==> config.mk <==
export PLATFORM = sky130hd
export DESIGN_NAME = alu_seq_ctrl
export DESIGN_NICKNAME = d
export VERILOG_FILES = /design/src/rtl/alu_seq_ctrl.sv
export SDC_FILE = /design/constraint.sdc
export NUM_CORES = 1
export LEC_CHECK = 0
export ABC_AREA = 1
export BUFFER_PORTS_ARGS = -buffer_cell sky130_fd_sc_hd__buf_2
export CAP_MARGIN = 0
export CORE_ASPECT_RATIO = 0.75
export CORE_UTILIZATION = 29
export CTS_BUF_LIST = sky130_fd_sc_hd__clkbuf_8
export DETAILED_ROUTE_END_ITERATION = 7
export GPL_TIMING_DRIVEN = 0
export PLACE_DENSITY = 0.55
export SYNTH_ARGS = -nofsm -noshare
export SYNTH_HDL_FRONTEND = slang
export SYNTH_SLANG_ARGS = --single-unit
==> constraint.sdc <==
create_clock -name clk -period 4 [get_ports clk]
set_clock_uncertainty 0.1 [all_clocks]
set_input_delay 0.4 -clock clk [delete_from_list [all_inputs] [get_ports clk]]
set_output_delay 0.4 -clock clk [all_outputs]
set_load 0.02 [all_outputs]
==> src/rtl/alu_seq_ctrl.sv <==
// Accumulator sequencer wrapped around a combinational 8-bit ALU: decodes byte instructions,
// feeds the ALU from acc/regfile, retires results into acc/cy. One ALU op per 2 cycles; ready low in S_EXEC.
module alu_seq_ctrl #(
    parameter int         REG_AW  = 3,
    parameter logic [7:0] ACC_RST = 8'h00
) (
    input  logic       clk,
    input  logic       rst,
    input  logic       instr_valid,
    output logic       instr_ready,
    input  logic [7:0] instr,
    output logic [3:0] alu_op,
    output logic [7:0] alu_a,
    output logic [7:0] alu_r,
    input  logic [7:0] alu_out,
    input  logic       alu_cy,
    output logic [7:0] acc,
    output logic       cy,
    output logic       done
);

    localparam int NREG = 1 << REG_AW;

    typedef enum logic [1:0] {S_IDLE, S_EXEC, S_IMM} state_t;

    state_t              state;
    logic [REG_AW-1:0]   ir_idx;
    logic [7:0]          regfile [NREG];
    logic                xfer;
    logic                is_alu;

    assign instr_ready = (state != S_EXEC) && !rst;
    assign xfer        = instr_valid && instr_ready;
    assign is_alu      = !instr[7] && (instr[6:4] != 3'b111);
    assign alu_a       = acc;
    assign alu_r       = regfile[ir_idx];

    always_ff @(posedge clk) begin
        if (rst) begin
            state  <= S_IDLE;
            acc    <= ACC_RST;
            cy     <= 1'b0;
            ir_idx <= '0;
            alu_op <= 4'h0;
            done   <= 1'b0;
            for (int i = 0; i < NREG; i++) regfile[i] <= 8'h00;
        end else begin
            done <= 1'b0;
            case (state)
                S_IDLE: begin
                    if (xfer) begin
                        if (is_alu) begin
                            ir_idx <= instr[REG_AW-1:0];
                            alu_op <= {1'b0, instr[6:4]};
                            state  <= S_EXEC;
                        end else begin
                            case (instr[7:4])
                                4'h7: state <= S_IMM;
                                4'h8: begin
                                    regfile[instr[REG_AW-1:0]] <= acc;
                                    done <= 1'b1;
                                end
                                4'h9: begin
                                    cy   <= 1'b0;
                                    done <= 1'b1;
                                end
                                default: done <= 1'b1;
                            endcase
                        end
                    end
                end
                S_EXEC: begin
                    acc <= alu_out;
                    // MOV leaves carry alone: the ALU does not drive alu_cy for it
                    case (alu_op[2:0])
                        3'd0, 3'd1: cy <= alu_cy;
                        3'd6:       cy <= cy;
                        default:    cy <= 1'b0;
                    endcase
                    done  <= 1'b1;
                    state <= S_IDLE;
                end
                S_IMM: begin
                    if (xfer) begin
                        acc   <= instr;
                        done  <= 1'b1;
                        state <= S_IDLE;
                    end
                end
                default: state <= S_IDLE;
            endcase
        end
    end

endmodule

### Word-level counts from Yosys, hierarchy flattened

Memory sizes are Yosys's and may differ from the RTL's. A register that Yosys moved wholly into a read port is not among the register bits.
Cells that the tools add are included.

| operators by class | value |
|---|---|
| muxes and demuxes | 30 |
| reductions and logical operators | 15 |
| eq/ne operators | 15 |

Operator list:

| cell | number |
|---|---|
| 1-bit two-way mux | 16 |
| 8-bit two-way mux | 2 |
| 8-bit one-hot mux with 2 select lines | 1 |
| 3-bit two-way mux | 3 |
| 4-bit == test (second input constant) | 2 |
| 2-bit two-way mux | 4 |
| 2-bit != test (second input constant) | 4 |
| 8-bit OR reduction | 1 |
| 3-bit AND reduction | 2 |
| 5-bit AND reduction | 1 |
| 4-bit by 3-bit == test with 1-bit output (second input constant) | 1 |
| 2-bit by 1-bit != test with 1-bit output (second input constant) | 2 |
| 1-bit one-hot mux with 2 select lines | 2 |
| 2-bit one-hot mux with 2 select lines | 1 |
| 2-bit nonzero test | 2 |
| 3-bit by 1-bit == test with 1-bit output (second input constant) | 1 |
| 3-bit == test (second input constant) | 1 |
| 1-bit logical AND | 3 |
| 3-bit zero test | 1 |
| 3-bit by 2-bit != test with 1-bit output (second input constant) | 1 |
| 3-bit != test (second input constant) | 1 |
| 1-bit one-hot mux with 3 select lines | 1 |
| 2-bit by 1-bit == test with 1-bit output (second input constant) | 1 |
| 2-bit == test (second input constant) | 1 |
| other kinds (4) | 5 |

| word-level totals | value |
|---|---|
| input port bits | 20 |
| RAM bits | 64 |
| output and inout bits | 31 |
| memories kept | 1 |
| logic and storage cells | 67 |
| register bits | 18 |

Memories:

| memory | words | width | read ports | clocked after memory_dff | wr ports | line | source |
|---|---|---|---|---|---|---|---|
| regfile | 8 | 8 | 1 | 1 | 8 | 28 | `logic [7:0] regfile [NREG];` |

### Longest topological paths before layout

Gate-level depths: netlist (run 1).

| logic depth | value |
|---|---|
| depth after elaboration | 9 |
| gate-level depth with buffers | 8 |
| gate-level depth less buffers | 7 |

### Worst setup path before layout (run 1)

OpenSTA, ideal clock, no wires.

| timing path | value |
|---|---|
| kind | input to register |
| from | in instr[5] |
| to | mem regfile[2][0], enable pin |
| stages | 3 |
| data required time | 3,571 ps |
| setup time | 329 ps |
| path buffers | 0 |
| path slack | 2,081 ps |
| data arrival time | 1,490 ps |
| cell sequence | nor3_4 -> nand4_4 -> nand2_1 |

RTL lines:

| what | line | source |
|---|---|---|
| start: declaration | 11 | `input logic [7:0] instr,` |
| end: declaration | 28 |  |

==> results of run 1 <==
==> synth_stat cells <==
library cell  number
nor2_4             1
a21oi_1            2
buf_2              1
nand2_1           79
edfxtp_1          64
nand4_4            8
inv_1             31
dfxtp_1           21
buf_1              1
buf_4              9
clkinv_1           1
nor2_2             1
inv_2              1
clkbuf_1          14
nor2_1           158
nor3_1             2
o21ai_0           55
nand3_1            6
conb_1             1
nor3_4             1
==> final cells by class <==
class	count	area [sq um]	area share
buffer	25	128.9	0.02735
sequential	85	2342	0.4971
tap	171	214.0	0.04541
clock inverter	6	102.6	0.02177
clock buffer	10	137.6	0.02921
multi-input combinational	314	1423	0.3019
timing repair buffer	48	240.2	0.05098
inverter	33	123.9	0.02629
==> routing by layer <==
layer / up-vias / wire length (microns)
li1: 1589 / -
met1: 1495 / 5094
met2: 117 / 4264
met3: 17 / 654
met4: 0 / 159
met5: - / 0
==> how the worst max path moves through the flow <==
stage	from	endpoint	slack, ns	depth (start not counted)
after global routing	register	alu_r[4]	1.12	9
after floorplan	instr[5]	regfile[2][0]$_SDFFCE_PN0P_	2.08	3
after detailed placement	rst	regfile[2][2]$_SDFFCE_PN0P_	1.62	6
final	register	alu_r[1]	1.27	8
after global placement	rst	regfile[2][0]$_SDFFCE_PN0P_	1.62	5
after CTS	register	alu_r[6]	1.32	9
==> cells by family after synthesis <==
group | Yosys count
AND/OR/NAND/NOR | 256
flip-flops | 85
buffers and inverters | 58
AO/OA/AOI/OAI | 57
other | 1
==> registers in the layout (all words and copies together) (netlist names), named ones only <==
register	count
acc	8
regfile	64
cy	1
state	2
done	1
alu_op	3
ir_idx	3
==> per-stage QoR <==
step | util | area, sq um | std cells
2_1_floorplan | - | 4018 | 457
3_3_place_gp | 0.3377 | 4472 | 676
3_5_place_dp | 0.3377 | 4472 | 676
4_1_cts | 0.3558 | 4712 | 692
5_1_grt | 0.3558 | 4712 | 692
6_report | 0.3558 | 4712 | 692
==> worst max-delay path, stage by stage (launching register included) <==
cell	delay, ns
dfxtp_1	0.31
clkbuf_1	0.29
inv_1	0.16
clkbuf_1	0.24
o21ai_0	0.48
nand2_1	0.11
nand2_1	0.08
nand2_1	0.06
buf_2	0.15
==> power breakdown <==
part / internal, mW / leakage [nW] / switching [mW] / total (mW)
Combinational: 0.0615 / 1.02 / 0.164 / 0.225
Clock: 0.427 / 0.129 / 0.304 / 0.730
Sequential: 0.977 / 0.832 / 0.0143 / 0.991
Total: 1.46 / 1.98 / 0.482 / 1.95
==> flow_summary_export.csv, run 1 <==
group,metric,value,unit
critical_path,reg2reg_slack,1.75,ns
power_and_ir_drop,peakVddDrop,177.6,uV
place,hpwl,7287,microns
die,fp.dieH,103.9,microns
logic_synthesis,synth_xor_area_frac,0,
clock_network,cts_sinks,85,
logic_synthesis,synthAdderAreaFrac,0,
clock_network,ctsHoldBuffers,0,
logic_synthesis,synth_cell_types,20,
logic_synthesis,synth_compound_area_frac,0.07101,
grt,grt_max_degree,14,
grt,antenna_found_initial,0,
final_layout,diodes,0,
critical_path,worst_r2r_endpoint,"regfile[2][3]$_SDFFCE_PN0P_",
logic_synthesis,yosysWarnings,0,
power_and_ir_drop,p_leak,1.976,nW
die,die-area,14330,sq um
timing,setup_slack,1.271,ns
routing,num_vias,3218,
critical_path,path_max_fanout,10,
clock_network,htree_levels,3,
grt,met1_usage,0.2336,
run,cap_violations,0,
grt,overflow,0,
logic_synthesis,syn_nets,477,
die,fp.coreArea,13240,sq um
grt,grt_util_met2,0.2039,
clock_network,cts_tree,"built",
timing,drv_slew,0,
die,pin_count,51,
logic_synthesis,ys_seq_area_frac,0.5830,
min_path,min-delay-start,"alu_cy",
die,start_util,0.3034,
clock_network,numCtsBuffers,9,
final_layout,drive_above_1_share,0.1612,
final_layout,final_common_cell,"nor2_1",
grt,top_usage_layer,"met1",
logic_synthesis,ys_ff_latch,85,
final_layout,syn_to_final_growth,17.28,%
final_layout,nets,536,
routing,ant_nets,0,
grt,grt.met3_usage,0.02875,
routing,wl,10170,microns
min_path,hold_depth,3,
grt,grt_usage,0.1495,
timing,setup_viol,0,
critical_path,r2r_start,"state[1]$_SDFFE_PP0P_",
routing,via_per_inst,4.650,
logic_synthesis,synth-simple-area-share,0.2822,
place,port_buffers,48,
timing,fmax,0.3664,GHz
timing,hold_viol,0,
timing,hold_slack,0.2364,ns
min_path,whs_endpoint,"cy$_SDFFE_PP0P_",
logic_synthesis,avgSynthCellArea,8.791,sq um
timing,setup_tns,0,ns
logic_synthesis,synth_top_family_by_area,"simple AND/OR/NAND/NOR gates",
grt,grt_pass1_vias,2983,
die,rows,36,
power_and_ir_drop,total_power,1.947,mW
place,gp_congestion,0.8580,
clock_network,clock_latency,0.35,ns
run_status,status,"finished clean",
final_layout,layout_common_cells,"158 x nor2_1, 79 x nand2_1, 64 x edfxtp_1",
min_path,hp-class,"primary input to register",
clock_network,clkTransAtPathRegs,0.08,ns
timing,finalCritPeriodShare,0.6823,
grt,grt_pass1_wl,15810,microns
routing,firstDrtPassIters,5,
place,pre_cts_ws,1.621,ns
routing,wl_per_cell,14.70,microns
logic_synthesis,yosysTopAreaCellShare,0.4784,
critical_path,endpoint_kind,"output port",
routing,drc_errors,0,
timing,worst_slew_pin_slew,0.7907,ns
clock_network,clock-root-buffer,"clkbuf_8",
logic_synthesis,syn_inst,457,
clock_network,cts_resized,0,
critical_path,required,3.50,ns
critical_path,startpoint_type,"register",
routing,first_iter_violations,321,
die,die_w,137.9,microns
logic_synthesis,synth_mux_area_frac,0,
timing,post-route-min-period,2.729,ns
timing,rsz0062_at_grt,"false",
clock_network,cts_setup_buffers,0,
critical_path,reg2reg_depth,6,
critical_path,crit_type,"register to output port",
clock_network,cts_max_path_buffers,2,
timing,slew_headroom,0.4711,
logic_synthesis,syn_area,4018,sq um
power_and_ir_drop,p_per_area,413.1,nW/um^2
logic_synthesis,synth_area_leader_cell,"edfxtp_1",
critical_path,critPathArrivalTime,2.23,ns
final_layout,final.fill_count,1381,
logic_synthesis,ys_top_cells_by_area,"edfxtp_1 48%, nor2_1 15%, dfxtp_1 10%",
Power figures use the tool's default switching activity.
==> run 2: changes to the inputs <==
Settings changed: PLACE_DENSITY 0.55 to 0.56.
Clock period 4 ns to 2.3 ns, I/O delays scaled along.
==> run 2 against run 1 <==
Against the previous run:
- critical path depth down 3
- largest cell class unchanged
- die area unchanged
- non-clock buffer count down 2
- sequential power up 75%
- power up 69%
- critical path type is now register to register
- sequential share of layout area up 0.093 points
- core utilization about the same
- first-iteration DRC count down 20%
==> flow_summary_export.csv, run 2 (synthesis results as in run 1) <==
group,metric,value,unit
place,pre_cts_ws,0.08749,ns
die,pin_count,51,
routing,num_vias,3204,
place,hpwl,7348,microns
clock_network,cts_max_path_buffers,2,
power_and_ir_drop,total_power,3.289,mW
timing,slew_headroom,0.4669,
final_layout,layout_common_cells,"158 x nor2_1, 76 x nand2_1, 64 x edfxtp_1",
final_layout,nets,534,
place,post_dp_cell_area,4472,sq um
timing,hold_viol,0,
final_layout,multiInputGateArea,1430,sq um
timing,drv_slew,0,
die,die-area,14330,sq um
clock_network,htree_levels,3,
critical_path,crit_top_cell,"nand2_1",
critical_path,path_buf_inv,0,
timing,rsz0062_at_grt,"false",
min_path,hp-class,"primary input to register",
critical_path,path_max_fanout,9,
routing,wl,9993,microns
final_layout,final.fill_count,1404,
grt,grt_pass1_vias,3008,
final_layout,largest_reg_flops,64,
grt,overflow,0,
timing,fmax,0.4605,GHz
routing,drc_errors,0,
timing,post-route-min-period,2.171,ns
final_layout,top_regs,"regfile (64), acc (8)",
run,cap_violations,0,
clock_network,clock_latency,0.36,ns
timing,setup_slack,0.1287,ns
timing,worst_slew_pin_slew,0.7971,ns
timing,setup_viol,0,
critical_path,crit_chain,"nor2_1, nand2_1, nor2_4, nand4_4, nand2_1",
die,rows,36,
routing,wl_per_cell,14.48,microns
grt,grt_pass1_wl,15640,microns
critical_path,critPathSlowestCell,"nor2_4",
critical_path,startpoint_type,"register",
final_layout,design_area,4708,sq um
final_layout,drive_above_1_share,0.1869,
grt,grt_max_degree,14,
routing,via_per_inst,4.643,
critical_path,endpoint_kind,"register",
die,fp.dieH,103.9,microns
final_layout,register_area,2345,sq um
critical_path,critPathArrivalTime,2.11,ns
die,start_util,0.3034,
power_and_ir_drop,p_leak,1.985,nW
final_layout,diodes,0,
power_and_ir_drop,p_per_area,698.6,nW/um^2
critical_path,crit_family,"simple AND/OR/NAND/NOR gates",
clock_network,clkTransAtPathRegs,0.08,ns
clock_network,clock-root-buffer,"clkbuf_8",
routing,ant_nets,0,
place,port_buffers,48,
power_and_ir_drop,peakVddDrop,481.8,uV
die,fp.coreArea,13240,sq um
clock_network,ctsHoldBuffers,0,
critical_path,required,2.24,ns
die,die_w,137.9,microns
clock_network,numCtsBuffers,9,
timing,hold_slack,0.03520,ns
place,gp_congestion,0.8696,
routing,firstDrtPassIters,4,
run_status,status,"finished clean",
grt,antenna_found_initial,0,
final_layout,top_register,"regfile",
critical_path,crit_type,"register to register",
final_layout,final_common_cell,"nor2_1",
critical_path,slowest_delay,0.41,ns
clock_network,cts_sinks,85,
final_layout,syn_to_final_growth,17.19,%
timing,finalCritPeriodShare,0.9441,
grt,grt_usage,0.1497,
timing,setup_tns,0,ns
clock_network,cts_tree,"built",
routing,first_iter_violations,258,
==> run 2: changes by cell type in the layout (fill, tap and decap cells not counted), moves of 2 or more <==
cell      delta
clkbuf_1     -9
clkbuf_2     +6
dfxtp_1      -2
dfxtp_2      +2
nand2_1      -3
nand2_2      +3
o21ai_0      -4
o21ai_1      +4
==> run 2: final timing paths <==
| path | cells after the start | startpoint | slack, ns | end |
|---|---|---|---|---|
| max | 5 | state[0]$_SDFFE_PP0P_ | 0.13 | regfile[7][3]$_SDFFCE_PN0P_ |
| min | 3 | alu_cy | 0.04 | cy$_SDFFE_PP0P_ |
| max reg2reg | 5 | state[0]$_SDFFE_PP0P_ | 0.13 | regfile[7][3]$_SDFFCE_PN0P_ |
| min reg2reg | 2 | cy$_SDFFE_PP0P_ | 0.36 | cy$_SDFFE_PP0P_ |
==> run 2: worst register-to-register path, delay by kind of cell (launching register included) <==
family	cells	cell delay, ns
DFF	1	0.38
and+or+nand+nor	5	1.38
==> run 2: repair_timing <==
action / in CTS / in global routing
pin swaps: 0 / 0
setup endpoints to repair: 8 / 32
buffers inserted: 0 / 0
resized for setup: 6 / 14
==> run 2: through the flow <==
step	cells	util
floorplan	457	-
global placement	676	0.3377
detailed placement	676	0.3377
CTS	690	0.3546
global route	690	0.3555
finish	690	0.3555
==> run 2: layout make-up <==
cell class,instances,share of cell area
multi-input cells,314,0.3037
plain buffers,23,0.02764
repair buffers,48,0.05102
flip-flops and latches,85,0.4980
clock buffers,11,0.03216
inverters,33,0.02631
clock inverters,5,0.01568
well taps,171,0.04544
==> run 2: routing by layer <==
layer / vias to the layer above / GRT usage / part of all wire
met3: 17 / 0.03070 / 0.061
met2: 104 / 0.2171 / 0.45
li1: 1592 / - / -
met4: 0 / 0.05668 / 0.018
met1: 1491 / 0.2168 / 0.47
met5: - / 0 / 0
==> run 2: power by group <==
group / switching, mW / leakage [nW] / internal, mW
registers: 0.0284 / 0.832 / 1.70
logic: 0.274 / 1.03 / 0.109
clock network: 0.515 / 0.121 / 0.663
